$ cat config.mk
export PLATFORM = sky130hd
export DESIGN_NAME = crank_decoder_flat
export DESIGN_NICKNAME = d
export VERILOG_FILES = /design/src/rtl/crank_decoder_if.sv /design/src/rtl/crank_decoder.sv /design/src/flat_wrapper.sv
export SDC_FILE = /design/constraint.sdc
export NUM_CORES = 1
export LEC_CHECK = 0
export CAP_MARGIN = 20
export CORE_ASPECT_RATIO = 2
export CORE_UTILIZATION = 50
export CTS_CLUSTER_DIAMETER = 40
export DETAILED_ROUTE_END_ITERATION = 16
export PLACE_DENSITY = 0.69
export SLEW_MARGIN = 20
export SYNTH_ARGS = -nofsm -noshare
export SYNTH_HDL_FRONTEND = slang
export SYNTH_SLANG_ARGS = --single-unit
$ cat constraint.sdc
create_clock -name clk -period 7.3 [get_ports clk]
set_input_delay 1.825 -clock clk [delete_from_list [all_inputs] [get_ports clk]]
set_output_delay 1.825 -clock clk [all_outputs]
set_load 0.02 [all_outputs]
$ cat src/rtl/crank_decoder_if.sv
// Crank decoder signal bundle: sensor/enable inputs and the trigger, phase,
// sync and period outputs.
interface crank_decoder_if #(
    parameter int PERIOD_W = 32
);
    logic                en;
    logic                crank_in;
    logic                trigger;
    logic [15:0]         eng_phase;
    logic                synced;
    logic                sync_loss;
    logic [PERIOD_W-1:0] tooth_period;

    modport master (
        output en, crank_in,
        input  trigger, eng_phase, synced, sync_loss, tooth_period
    );

    modport slave (
        input  en, crank_in,
        output trigger, eng_phase, synced, sync_loss, tooth_period
    );
endinterface

$ cat src/rtl/crank_decoder.sv
// Missing-tooth crank wheel decoder: synchronizes and debounces the sensor,
// measures tooth periods, detects the gap and emits per-tooth trigger/phase.
//
// state  | meaning
// IDLE   | disabled, reset or stalled; waiting for a first edge
// HUNT   | have a reference period, looking for the gap
// SYNCED | locked to the wheel; eng_phase tracks the tooth index
module crank_decoder #(
    parameter int TEETH_TOTAL   = 36,
    parameter int TEETH_MISSING = 1,
    parameter int PERIOD_W      = 32,
    parameter int GAP_NUM       = 3,
    parameter int GAP_DEN       = 2,
    parameter int DEBOUNCE      = 4,
    parameter int STALL_CYCLES  = 2**24
) (
    input logic           clk,
    input logic           rst,
    crank_decoder_if.slave bus
);
    localparam int CNT_W = (DEBOUNCE < 2) ? 1 : $clog2(DEBOUNCE + 1);
    localparam int PROD_W = PERIOD_W + 8;
    localparam logic [CNT_W-1:0]    DEB_LAST  = CNT_W'(DEBOUNCE - 1);
    localparam logic [PERIOD_W-1:0] STALL_VAL = PERIOD_W'(STALL_CYCLES);
    localparam logic [15:0]         LAST_IDX  = 16'(TEETH_TOTAL - TEETH_MISSING - 1);

    typedef enum logic [1:0] {IDLE, HUNT, SYNCED} state_t;

    state_t              state, state_nx;
    logic                sync_meta, sync_q, filt_level, edge_acc;
    logic [CNT_W-1:0]    filt_cnt;
    logic [PERIOD_W-1:0] period_cnt, prev_period, captured;
    logic [PERIOD_W-1:0] prev_nx, tp_nx;
    logic [15:0]         phase_nx;
    logic                trig_nx, loss_nx, gap, stall;
    logic [PROD_W-1:0]   cur_x, prev_x;

    // Level filter: the level only flips after DEBOUNCE consecutive opposite samples.
    always_ff @(posedge clk or posedge rst) begin
        if (rst) begin
            sync_meta  <= 1'b0;
            sync_q     <= 1'b0;
            filt_level <= 1'b0;
            filt_cnt   <= '0;
            edge_acc   <= 1'b0;
        end else begin
            sync_meta <= bus.crank_in;
            sync_q    <= sync_meta;
            edge_acc  <= 1'b0;
            if (sync_q != filt_level) begin
                if (filt_cnt == DEB_LAST) begin
                    filt_level <= sync_q;
                    filt_cnt   <= '0;
                    edge_acc   <= sync_q;
                end else begin
                    filt_cnt <= filt_cnt + CNT_W'(1);
                end
            end else begin
                filt_cnt <= '0;
            end
        end
    end

    always_ff @(posedge clk or posedge rst) begin
        if (rst) begin
            period_cnt <= '0;
        end else if (edge_acc) begin
            period_cnt <= '0;
        end else if (period_cnt != '1) begin
            period_cnt <= period_cnt + PERIOD_W'(1);
        end
    end

    assign captured = (period_cnt == '1) ? period_cnt : period_cnt + PERIOD_W'(1);
    assign stall    = (period_cnt >= STALL_VAL);
    assign cur_x    = PROD_W'(captured) * PROD_W'(GAP_DEN);
    assign prev_x   = PROD_W'(prev_period) * PROD_W'(GAP_NUM);
    assign gap      = (prev_period != '0) && (cur_x > prev_x);

    always_comb begin
        state_nx = state;
        phase_nx = bus.eng_phase;
        trig_nx  = 1'b0;
        loss_nx  = 1'b0;
        prev_nx  = prev_period;
        tp_nx    = bus.tooth_period;
        if (!bus.en) begin
            state_nx = IDLE;
            prev_nx  = '0;
        end else if (edge_acc) begin
            // An edge always wins over a simultaneous stall.
            prev_nx = captured;
            if (state != IDLE)
                tp_nx = captured;
            case (state)
                IDLE: state_nx = HUNT;
                HUNT: begin
                    if (gap) begin
                        state_nx = SYNCED;
                        phase_nx = '0;
                        trig_nx  = 1'b1;
                    end
                end
                SYNCED: begin
                    if (bus.eng_phase == LAST_IDX) begin
                        if (gap) begin
                            phase_nx = '0;
                            trig_nx  = 1'b1;
                        end else begin
                            state_nx = HUNT;
                            loss_nx  = 1'b1;
                        end
                    end else if (!gap) begin
                        phase_nx = bus.eng_phase + 16'd1;
                        trig_nx  = 1'b1;
                    end else begin
                        state_nx = HUNT;
                        loss_nx  = 1'b1;
                    end
                end
                default: state_nx = IDLE;
            endcase
        end else if (stall) begin
            state_nx = IDLE;
            prev_nx  = '0;
            loss_nx  = (state == SYNCED);
        end
    end

    always_ff @(posedge clk or posedge rst) begin
        if (rst) begin
            state            <= IDLE;
            prev_period      <= '0;
            bus.trigger      <= 1'b0;
            bus.eng_phase    <= '0;
            bus.synced       <= 1'b0;
            bus.sync_loss    <= 1'b0;
            bus.tooth_period <= '0;
        end else begin
            state            <= state_nx;
            prev_period      <= prev_nx;
            bus.trigger      <= trig_nx;
            bus.eng_phase    <= phase_nx;
            bus.synced       <= (state_nx == SYNCED);
            bus.sync_loss    <= loss_nx;
            bus.tooth_period <= tp_nx;
        end
    end
endmodule

$ cat src/flat_wrapper.sv
// flat-port wrapper written by rule: the top's interface ports become plain ports
module crank_decoder_flat 
#(
    parameter int TEETH_TOTAL   = 36,
    parameter int TEETH_MISSING = 1,
    parameter int PERIOD_W      = 32,
    parameter int GAP_NUM       = 3,
    parameter int GAP_DEN       = 2,
    parameter int DEBOUNCE      = 4,
    parameter int STALL_CYCLES  = 2**24
)
  (clk, rst, bus_en, bus_crank_in, bus_trigger, bus_eng_phase, bus_synced, bus_sync_loss, bus_tooth_period);
  crank_decoder_if #(.PERIOD_W(PERIOD_W)) bus_i ();
  input logic clk;
  input logic rst;
  input wire logic [$bits(bus_i.en)-1:0] bus_en;
  input wire logic [$bits(bus_i.crank_in)-1:0] bus_crank_in;
  output wire logic [$bits(bus_i.trigger)-1:0] bus_trigger;
  output wire logic [$bits(bus_i.eng_phase)-1:0] bus_eng_phase;
  output wire logic [$bits(bus_i.synced)-1:0] bus_synced;
  output wire logic [$bits(bus_i.sync_loss)-1:0] bus_sync_loss;
  output wire logic [$bits(bus_i.tooth_period)-1:0] bus_tooth_period;
  assign bus_i.en = bus_en;
  assign bus_i.crank_in = bus_crank_in;
  assign bus_trigger = bus_i.trigger;
  assign bus_eng_phase = bus_i.eng_phase;
  assign bus_synced = bus_i.synced;
  assign bus_sync_loss = bus_i.sync_loss;
  assign bus_tooth_period = bus_i.tooth_period;
  crank_decoder #(.TEETH_TOTAL(TEETH_TOTAL), .TEETH_MISSING(TEETH_MISSING), .PERIOD_W(PERIOD_W), .GAP_NUM(GAP_NUM), .GAP_DEN(GAP_DEN), .DEBOUNCE(DEBOUNCE), .STALL_CYCLES(STALL_CYCLES)) u_core (.clk(clk), .rst(rst), .bus(bus_i));
endmodule
Yosys cells after proc, flatten, opt, wreduce, memory -nomap -nowiden
Index checks and enable logic that the tools add are counted.
{ "totals": {"register_bits": 124, "latch_bits": 0, "mem_bits_rw": 0, "romBits": 0, "inputBits": 4, "elab_cells": 71, "n_memories": 0} }
{ "op_classes": {"n_addsub": 3, "multipliers": 1, "div_mod_pow": 0, "order_cmp": 2, "n_eq_ne": 10, "shift": 0, "muxes": 33, "bitwise_logic": 0, "reduce_logical": 9} }
{ "ops": {"columns": ["cell", "n"], "rows": [
  ["$mux 32", 6],
  ["$mux 16", 3],
  ["$gt 33x34->1", 1],
  ["$mul 32x2->34 const B", 1],
  ["$add 32x1->32 const B", 1],
  ["$eq 32x32->1 const B", 1],
  ["$ge 32x25->1 const B", 1],
  ["$ne 32x32->1 const B", 1],
  ["$pmux 16 s2", 1],
  ["$reduce_bool 32->1", 1],
  ["$add 16x1->16 const B", 1],
  ["$eq 16x6->1 const B", 1],
  ["$mux 2", 7],
  ["$mux 1", 12],
  ["$mux 3", 2],
  ["$pmux 2 s3", 1],
  ["$reduce_bool 2->1", 3],
  ["$eq 2x2->1 const B", 2],
  ["$reduce_and 4->1", 1],
  ["$add 3x1->3 const B", 1],
  ["$eq 3x2->1 const B", 1],
  ["$ne 3x1->1 const B", 1],
  ["$ne 3x3->1 const B", 1],
  ["$reduce_and 3->1", 1],
  ["other kinds (6)", 6]
]} }

Longest topological paths before layout
Gate-level depths: netlist of run 1.
{ "logic_depth": {"word_depth": 10, "depth_mapped": 21} }

Worst setup path after synthesis of run 1
OpenSTA, ideal clock, no wires.
{ "synth_path": {"kind": "flip-flop to flip-flop", "start": "reg u_core.prev_period[1]", "end": "reg u_core.bus.synced", "t_arrival_ps": 4601, "t_required_ps": 7206, "slack_ps": 2605, "stages_incl_launch_ff": 20, "period_less_slack_ps": 4695, "cell_sequence": "dfrtp_1 ha_1 fa_1 a21oi_1 nor2_1 o311ai_0 nand2_1 a21o_1 o21ai_0 nand2_1 xnor2_1 ha_1 a21o_1 a21o_1 a21oi_1 o311ai_0 a21o_1 o211ai_2 mux2_2 a211oi_1"} }
{ "synth_between": {"elab_chain_len": 9} }
{ "synth_lines": {"columns": ["item", "line", "text"], "rows": [
  ["from (decl)", "crank_decoder.sv:32", "logic [PERIOD_W-1:0] period_cnt, prev_period, captured;"],
  ["from (signal assigned)", "crank_decoder.sv:141", "prev_period <= prev_nx;"],
  ["$mul 32x2->34", "crank_decoder.sv:77", "assign prev_x = PROD_W'(prev_period) * PROD_W'(GAP_NUM);"],
  ["$gt 33x34->1", "crank_decoder.sv:78", "assign gap = (prev_period != '0) && (cur_x > prev_x);"],
  ["$logic_and 1x1->1 *", "crank_decoder.sv:78", null],
  ["$mux 2, on equally long branches", "crank_decoder.sv:113, crank_decoder.sv:106", null],
  ["$mux 2", "crank_decoder.sv:105", "if (bus.eng_phase == LAST_IDX) begin"],
  ["$pmux 2 s3 *", "crank_decoder.sv:95", "case (state)"],
  ["$mux 2 *", "crank_decoder.sv:90", "end else if (edge_acc) begin"],
  ["$mux 2 *", "crank_decoder.sv:87", "if (!bus.en) begin"],
  ["$eq 2x2->1 *", "crank_decoder.sv:144", "bus.synced <= (state_nx == SYNCED);"],
  ["to (signal assigned)", "crank_decoder.sv:144", null],
  ["to (decl)", "crank_decoder_if.sv:21", "output trigger, eng_phase, synced, sync_loss, tooth_period"]
]} }
Mark *: on every way between the ends. The rest lies on a longest branch, timed or not.
A chain may end at the register's enable or synchronous reset.

Final worst setup path of run 1
{ "layout_path": {"start": "reg u_core.prev_period[1]", "end": "reg u_core.bus.eng_phase[10]"} }
{ "layout_between": {"elab_chain_len": 6} }
{ "layout_lines": {"columns": ["item", "line", "text"], "rows": [
  ["$mul 32x2->34", "crank_decoder.sv:77", null],
  ["$gt 33x34->1", "crank_decoder.sv:78", null],
  ["$logic_and 1x1->1 *", "crank_decoder.sv:78", null],
  ["$mux 16 (2 in series)", null, null],
  ["$pmux 16 s2", null, null],
  ["to (signal assigned)", "crank_decoder.sv:143", "bus.eng_phase <= phase_nx;"],
  ["to (decl)", "crank_decoder_if.sv:21", null]
]} }
Marked as above.

==> results of run 1 <==
==> synth_stat cells, types with 10 or more instances <==
library cell and count:
and3_1 19, nor3_1 13, and4_1 10, nand3_1 32, inv_1 93, nand2_1 118, clkbuf_1 30, ha_1 89
xor2_1 25, o21ai_0 95, dfrtp_1 124, o211ai_1 10, xnor2_1 35, nor2_1 71, a21oi_1 53, a211oi_1 12
nand4_1 17, a21o_1 19
==> routing by layer <==
layer,track usage (%),share of wire (%),up-vias
li1,-,-,3481
met1,25.88,36,3419
met5,0,0,-
met4,17.29,5.8,0
met2,54.03,56,142
met3,4.310,2.8,72
==> path summary, 6_finish.rpt <==
path                                                  to                   from  cells past startpoint
worst max register to register  u_core.bus.eng_phase[10]  u_core.prev_period[1]                     19
min in group asynchronous             u_core.filt_cnt[1]                    rst                      2
worst max-delay path            u_core.bus.eng_phase[10]  u_core.prev_period[1]                     19
worst min register to register             u_core.sync_q       u_core.sync_meta                      0
worst min-delay path                       u_core.sync_q       u_core.sync_meta                      0
max in group asynchronous         u_core.prev_period[19]                    rst                      3
==> state kept, by name, summed over array words and instances (netlist names) <==
register / count
u_core.prev_period: 32
u_core.sync_q: 1
u_core.filt_level: 1
u_core.state: 2
u_core.sync_meta: 1
u_core.bus.tooth_period: 32
u_core.bus.eng_phase: 16
u_core.edge_acc: 1
u_core.bus.sync_loss: 1
u_core.filt_cnt: 3
u_core.bus.synced: 1
u_core.period_cnt: 32
u_core.bus.trigger: 1
==> critical path: stages, from the launching register on <==
cell      delay, ns
dfrtp_1        0.47
ha_1           0.28
fa_1           0.43
a21oi_1        0.28
nor2_1         0.11
o311ai_0       0.88
nand2_1        0.27
a21o_1         0.27
o21ai_0        0.28
a311oi_1       0.18
xnor2_1        0.15
ha_1           0.32
nand4_1        0.13
o21ai_0        0.18
a21oi_1        0.06
o311ai_0       0.44
a21o_1         0.16
o211a_1        0.44
nand2_1        0.34
o211ai_1       0.28
==> where the power goes <==
part / internal, mW / leakage, nW / switching [mW] / total (mW)
logic: 0.125 / 2.68 / 0.230 / 0.355
clock network: 0.551 / 0.294 / 0.341 / 0.893
registers: 0.720 / 1.65 / 0.0339 / 0.753
total: 1.40 / 4.62 / 0.605 / 2.00
==> layout make-up <==
| class | count | area [µm²] |
|---|---|---|
| flip-flops and latches | 124 | 3103 |
| repair buffers | 60 | 588.1 |
| clock buffers | 18 | 439.2 |
| fillers | 1467 | 6631 |
| clock inverters | 14 | 182.7 |
| multi-input cells | 721 | 4796 |
| well taps | 204 | 255.2 |
| inverters | 94 | 355.3 |
==> cell families (layout without fill, tap and decap cells) <==
group | Yosys count | in the layout | share of synthesized area [%]
AO/OA/AOI/OAI | 241 | 241 | 17.71
buffers and inverters | 128 | 186 | 5.938
adder cells (fa/ha/maj) | 90 | 90 | 13.52
XOR/XNOR | 61 | 61 | 6.535
flip-flops | 124 | 124 | 37.00
multiplexers | 7 | 7 | 0.8654
AND/OR/NAND/NOR | 322 | 322 | 18.43
==> through the flow <==
stage	hold WS [ns]	utilization [%]	area (µm²)	worst slack (ns)	total power, mW
3_5_place_dp	0.3411	55.62	9095	1.406	1.114
4_1_cts	0.3551	59.43	9717	1.358	2.005
5_1_grt	0.3576	59.44	9719	1.059	2.086
3_3_place_gp	0.3346	55.56	9084	1.468	1.102
6_report	0.3496	59.44	9719	1.230	2.001
2_1_floorplan	0.3312	-	8386	2.176	1.009
==> qor.csv, run 1 <==
stage,metric,value,unit
routing,drt_iter0_drc,251,
synthesis,synth_enable_flop_cells,0,
timing,setup_violations,0,
routing,final_antenna_net_count,0,
synthesis,synth_area_leaders,"dfrtp_1 (37%), ha_1 (13%), o21ai_0 (5.7%), nand2_1 (5.3%), inv_1 (4.2%)",
global_route,antenna_found_initial,0,
timing,setup_tns,0,ns
synthesis,yosysTopAreaCell,dfrtp_1,
placement,io_buffers,54,
synthesis,netlist_instances,973,
routing,drt_first_pass_iters,5,
finish,syn_to_final_growth,15.91,%
timing,layout_worst_path_cycle_share,83.15,%
worst_setup_path,reg2reg_slack,1.23,ns
finish,drive_gt1_share,4.753,%
worst_setup_path,cp-end-kind,flop,
clock_tree,ctsHoldBuffers,0,
worst_setup_path,crit_fanout,11,
die,start_util,51.29,%
placement,gp_congestion,0.9079,
clock_tree,post-cts-setup-buffer-count,0,
timing,finalHoldViolations,0,
die,rows,66,
global_route,overflow,0,
routing,post_drt_wl_per_cell,18.13,µm
worst_setup_path,criticalPathCategory,reg2reg,
clock_tree,cts.clk_slew.worst_paths,0.06,ns
worst_setup_path,start_kind,flop,
power_and_ir_drop,cellLeakagePower,4.621,nW
worst_setup_path,worstPathArrival,6.41,ns
flow_run,maxCapViolations,0,
timing,slew_headroom,31.75,%
routing,vias,7114,
power_and_ir_drop,ir_drop,0.1674,mV
die,ios,55,
timing,rsz0062_at_grt,false,
synthesis,synth_top_area_share,37.00,%
synthesis,synth_cell_types,61,
die,core-area,16350,µm²
synthesis,ys_warn_count,0,
routing,drc,0,
timing,finalMaxSlewViolations,0,
synthesis,ys_async_sr_fraction,100.0,%
finish,finalNetCount,1112,
global_route,groute.usage.overall,27.68,%
global_route,grt_max_degree,71,
finish,most-common-layout-cells,"dfrtp_1 (124), nand2_1 (118), o21ai_0 (95), inv_1 (92), ha_1 (89)",
clock_tree,cts.sinks,124,
finish,layout_commonest_cell,dfrtp_1,
synthesis,synth_fp_nets,1067,
hold_path,hp-class,reg2reg,
die,die_width,93.57,µm
worst_setup_path,required,7.64,ns
synthesis,synth_area,8386,µm²
timing,finalCriticalPeriod,6.070,ns
placement,place_inst,1203,
finish,diodes,0,
synthesis,ys.flop_type,dfrtp_1,
clock_tree,cts-root-buf,clkbuf_16,
synthesis,synth-seq-area-share,37.00,%
finish,final_cells,1235,
placement,dp_hpwl,16.87,mm
global_route,grt_pass1_vias,7282,
power_and_ir_drop,powerDensity,205.9,nW/µm²
timing,worst_pin_slew,1.011,ns
synthesis,avgSynthCellArea,8.618,µm²
die,die_area,17320,µm²
synthesis,ys_ff_latch,124,
clock_tree,clock_latency,0.43,ns
clock_tree,cts_max_level,4,
die,die_height,185.1,µm
clock_tree,cts_tree,built,
timing,fin_skew,0.007956,ns
timing,max_freq,0.1647,GHz
clock_tree,cts_max_path_buffers,2,
global_route,grt_pass1_wl,36.22,mm
clock_tree,numCtsBuffers,17,
status,status,"finished, final reports clean",
routing,drt-total-wl,22.39,mm
clock_tree,cts_resized,0,
routing,drt-vias-per-instance,5.760,
No activity file was read; power rests on OpenSTA's default activity.
==> run 2, diff against run 1 <==
- clock period: 7.3 -> 6.1 ns (I/O delays scaled with it)
==> qor.csv, run 2 (synthesized netlist as in run 1, its figures left out) <==
stage,metric,value,unit,change
clock_tree,ctsHoldBuffers,0,,unchanged
worst_setup_path,reg2reg_to,u_core.bus.eng_phase[3],,
timing,fin_skew,0.009873,ns,+0.001917 ns
worst_setup_path,worstPathArrival,5.85,ns,-0.56 ns
routing,wl_met1,8.012,mm,+0.60%
status,status,"finished, final reports clean",,
hold_path,worstHoldPathCells,0,,unchanged
power_and_ir_drop,ir_drop,0.1649,mV,-1.5%
die,die_height,185.1,µm,unchanged
worst_setup_path,criticalPathCategory,reg2reg,,
die,ios,55,,unchanged
timing,layout_worst_path_cycle_share,90.51,%,+7.4 points
global_route,grt_max_degree,65,,-8.5%
clock_tree,clock_latency,0.43,ns,about the same
placement,gp_congestion,1.041,,+15%
routing,post_drt_wl_per_cell,18.42,µm,+1.6%
power_and_ir_drop,p_int,1.622,mW,+16%
placement,io_buffers,54,,unchanged
hold_path,hp-class,reg2reg,,
timing,finalCriticalPeriod,5.521,ns,-0.5485 ns
clock_tree,cts_resized,0,,unchanged
routing,drc,0,,unchanged
worst_setup_path,start_kind,flop,,
worst_setup_path,r2r-start,u_core.prev_period[1],,
global_route,antenna_found_initial,0,,unchanged
worst_setup_path,required,6.43,ns,-1.21 ns
die,die_width,93.57,µm,unchanged
clock_tree,cts_max_path_buffers,2,,unchanged
routing,vias,7296,,+2.6%
global_route,grt_pass1_vias,7425,,+2.0%
timing,finalMaxSlewViolations,0,,unchanged
routing,dr_wl_met3,652,µm,+2.4%
finish,syn_to_final_growth,16.79,%,
global_route,groute.usage.overall,28.47,%,+0.79 points
finish,diodes,0,,unchanged
timing,max_freq,0.1811,GHz,+9.9%
routing,top_layer,met4,,
die,die_area,17320,µm²,unchanged
finish,final_cells,1250,,+1.2%
routing,wl_met2,12.68,mm,+1.6%
power_and_ir_drop,power.total,2.352,mW,+18%
clock_tree,cts.clk_slew.worst_paths,0.06,ns,about the same
placement,place_inst,1218,,+1.2%
routing,drt-total-wl,23.03,mm,+2.9%
global_route,overflow,0,,unchanged
flow_run,maxCapViolations,0,,unchanged
timing,setup_violations,0,,unchanged
placement,dp_hpwl,17.37,mm,+3.0%
power_and_ir_drop,switching_share,31.03,%,+0.80 points
routing,drt_first_pass_iters,4,,-1
die,start_util,51.29,%,unchanged
routing,drt-vias-per-instance,5.837,,+1.3%
global_route,grt_pass1_wl,37.06,mm,+2.3%
die,core-area,16350,µm²,unchanged
power_and_ir_drop,power_frac_comb,18.6,%,+0.9 points
clock_tree,cts_tree,built,,
clock_tree,cts.sinks,124,,unchanged
finish,most-common-layout-cells,"dfrtp_1 (124), nand2_1 (118), o21ai_0 (95), inv_1 (92), ha_1 (89)",,
clock_tree,post-cts-setup-buffer-count,0,,unchanged
timing,slew_headroom,37.11,%,+5.4 points
worst_setup_path,reg2reg_slack,0.58,ns,-0.65 ns
power_and_ir_drop,p_clk_share,43.1,%,-1.5 points
clock_tree,numCtsBuffers,17,,unchanged
timing,worst_pin_slew,0.9411,ns,-0.06983 ns
power_and_ir_drop,power_switching,0.7299,mW,+21%
routing,final_antenna_net_count,0,,unchanged
timing,setup_tns,0,ns,unchanged
worst_setup_path,r2r_cells,18,,-1
hold_path,min_from,u_core.sync_meta,,
clock_tree,cts_max_level,4,,unchanged
worst_setup_path,cp-end-kind,flop,,
placement,placed_cell_area,9204,µm²,+1.2%
timing,rsz0062_at_grt,false,,
power_and_ir_drop,p_seq_share,38.3,%,+0.6 points
die,rows,66,,unchanged
timing,finalHoldViolations,0,,unchanged
power_and_ir_drop,cellLeakagePower,4.668,nW,+1.0%
finish,fin_area,9793,µm²,+0.76%
finish,layout_commonest_cell,dfrtp_1,,
power_and_ir_drop,powerDensity,240.2,nW/µm²,+17%
routing,drt_iter0_drc,298,,+19%
finish,drive_gt1_share,6.119,%,+1.4 points
clock_tree,cts-root-buf,clkbuf_16,,
hold_path,hold_path_end,u_core.sync_q,,
finish,reg_top3,"u_core.bus.tooth_period: 32 flops, u_core.period_cnt: 32 flops, u_core.prev_period: 32 flops",,
finish,finalNetCount,1127,,+1.3%
worst_setup_path,crit_fanout,11,,unchanged
==> run 2: area by class of cell <==
| class | count | area (µm²) |
|---|---|---|
| fillers | 1469 | 6558 |
| multi-input cells | 721 | 4795 |
| flip-flops and latches | 124 | 3103 |
| repair buffers | 75 | 698.2 |
| clock buffers | 17 | 425.4 |
| inverters | 94 | 355.3 |
| well taps | 204 | 255.2 |
| clock inverters | 15 | 161.4 |
==> run 2: metal layers <==
layer / vias to the layer above / GRT usage, %
met4: 0 / 21.60
li1: 3517 / -
met2: 169 / 53.65
met5: - / 0
met1: 3520 / 26.46
met3: 90 / 4.844
==> run 2: worst max path at each step <==
| stage | startpoint | endpoint | slack, ns |
|---|---|---|---|
| 3_3_place_gp | u_core.prev_period[1] | u_core.bus.eng_phase[14] | 0.83 |
| 4_1_cts | u_core.prev_period[1] | u_core.bus.eng_phase[5] | 0.56 |
| 2_1_floorplan | rst | u_core.bus.eng_phase[0] | 1.28 |
| 5_1_grt | u_core.prev_period[1] | u_core.bus.eng_phase[3] | 0.08 |
| 3_5_place_dp | u_core.prev_period[1] | u_core.bus.eng_phase[14] | 0.60 |
| 6_report | u_core.prev_period[1] | u_core.bus.eng_phase[3] | 0.58 |
==> run 2: power by group through the flow <==
stage / sequential [mW] / clock (mW) / combinational, mW
finish: 0.900 / 1.01 / 0.438
floorplan: 0.907 / 0 / 0.300
CTS: 0.899 / 1.03 / 0.438
detailed placement: 0.914 / 0 / 0.432
global route: 0.904 / 1.06 / 0.487
global placement: 0.912 / 0 / 0.422
==> run 2: stage by stage <==
| stage | hold WS (ns) | util [%] | setup slack [ns] |
|---|---|---|---|
| final | 0.3485 | 59.89 | 0.5787 |
| after global placement | 0.3339 | 56.29 | 0.8281 |
| after detailed placement | 0.3373 | 56.29 | 0.6018 |
| after global routing | 0.3536 | 59.89 | 0.07833 |
| after floorplan | 0.3312 | - | 1.276 |
| after CTS | 0.3517 | 59.88 | 0.5643 |
==> run 2: worst max-delay path, cell delays in order, from the launching register on <==
cell,delay [ns]
dfrtp_1,0.45
ha_1,0.25
fa_1,0.41
a21oi_1,0.23
nor2_1,0.09
o311ai_0,0.67
nand2_1,0.25
a21o_1,0.24
a21oi_1,0.17
xor2_1,0.10
ha_1,0.29
nand4_1,0.15
nor4_1,0.65
a22oi_1,0.16
nand3_1,0.16
a21o_1,0.16
o211a_1,0.40
nand2_1,0.31
o221ai_1,0.28
==> run 3, diff against run 2 <==
- ABC_CLOCK_PERIOD_IN_PS: unset -> 6100
==> results of run 3 <==
No change in the layout: final DEF, timing and power equal those of run 2.
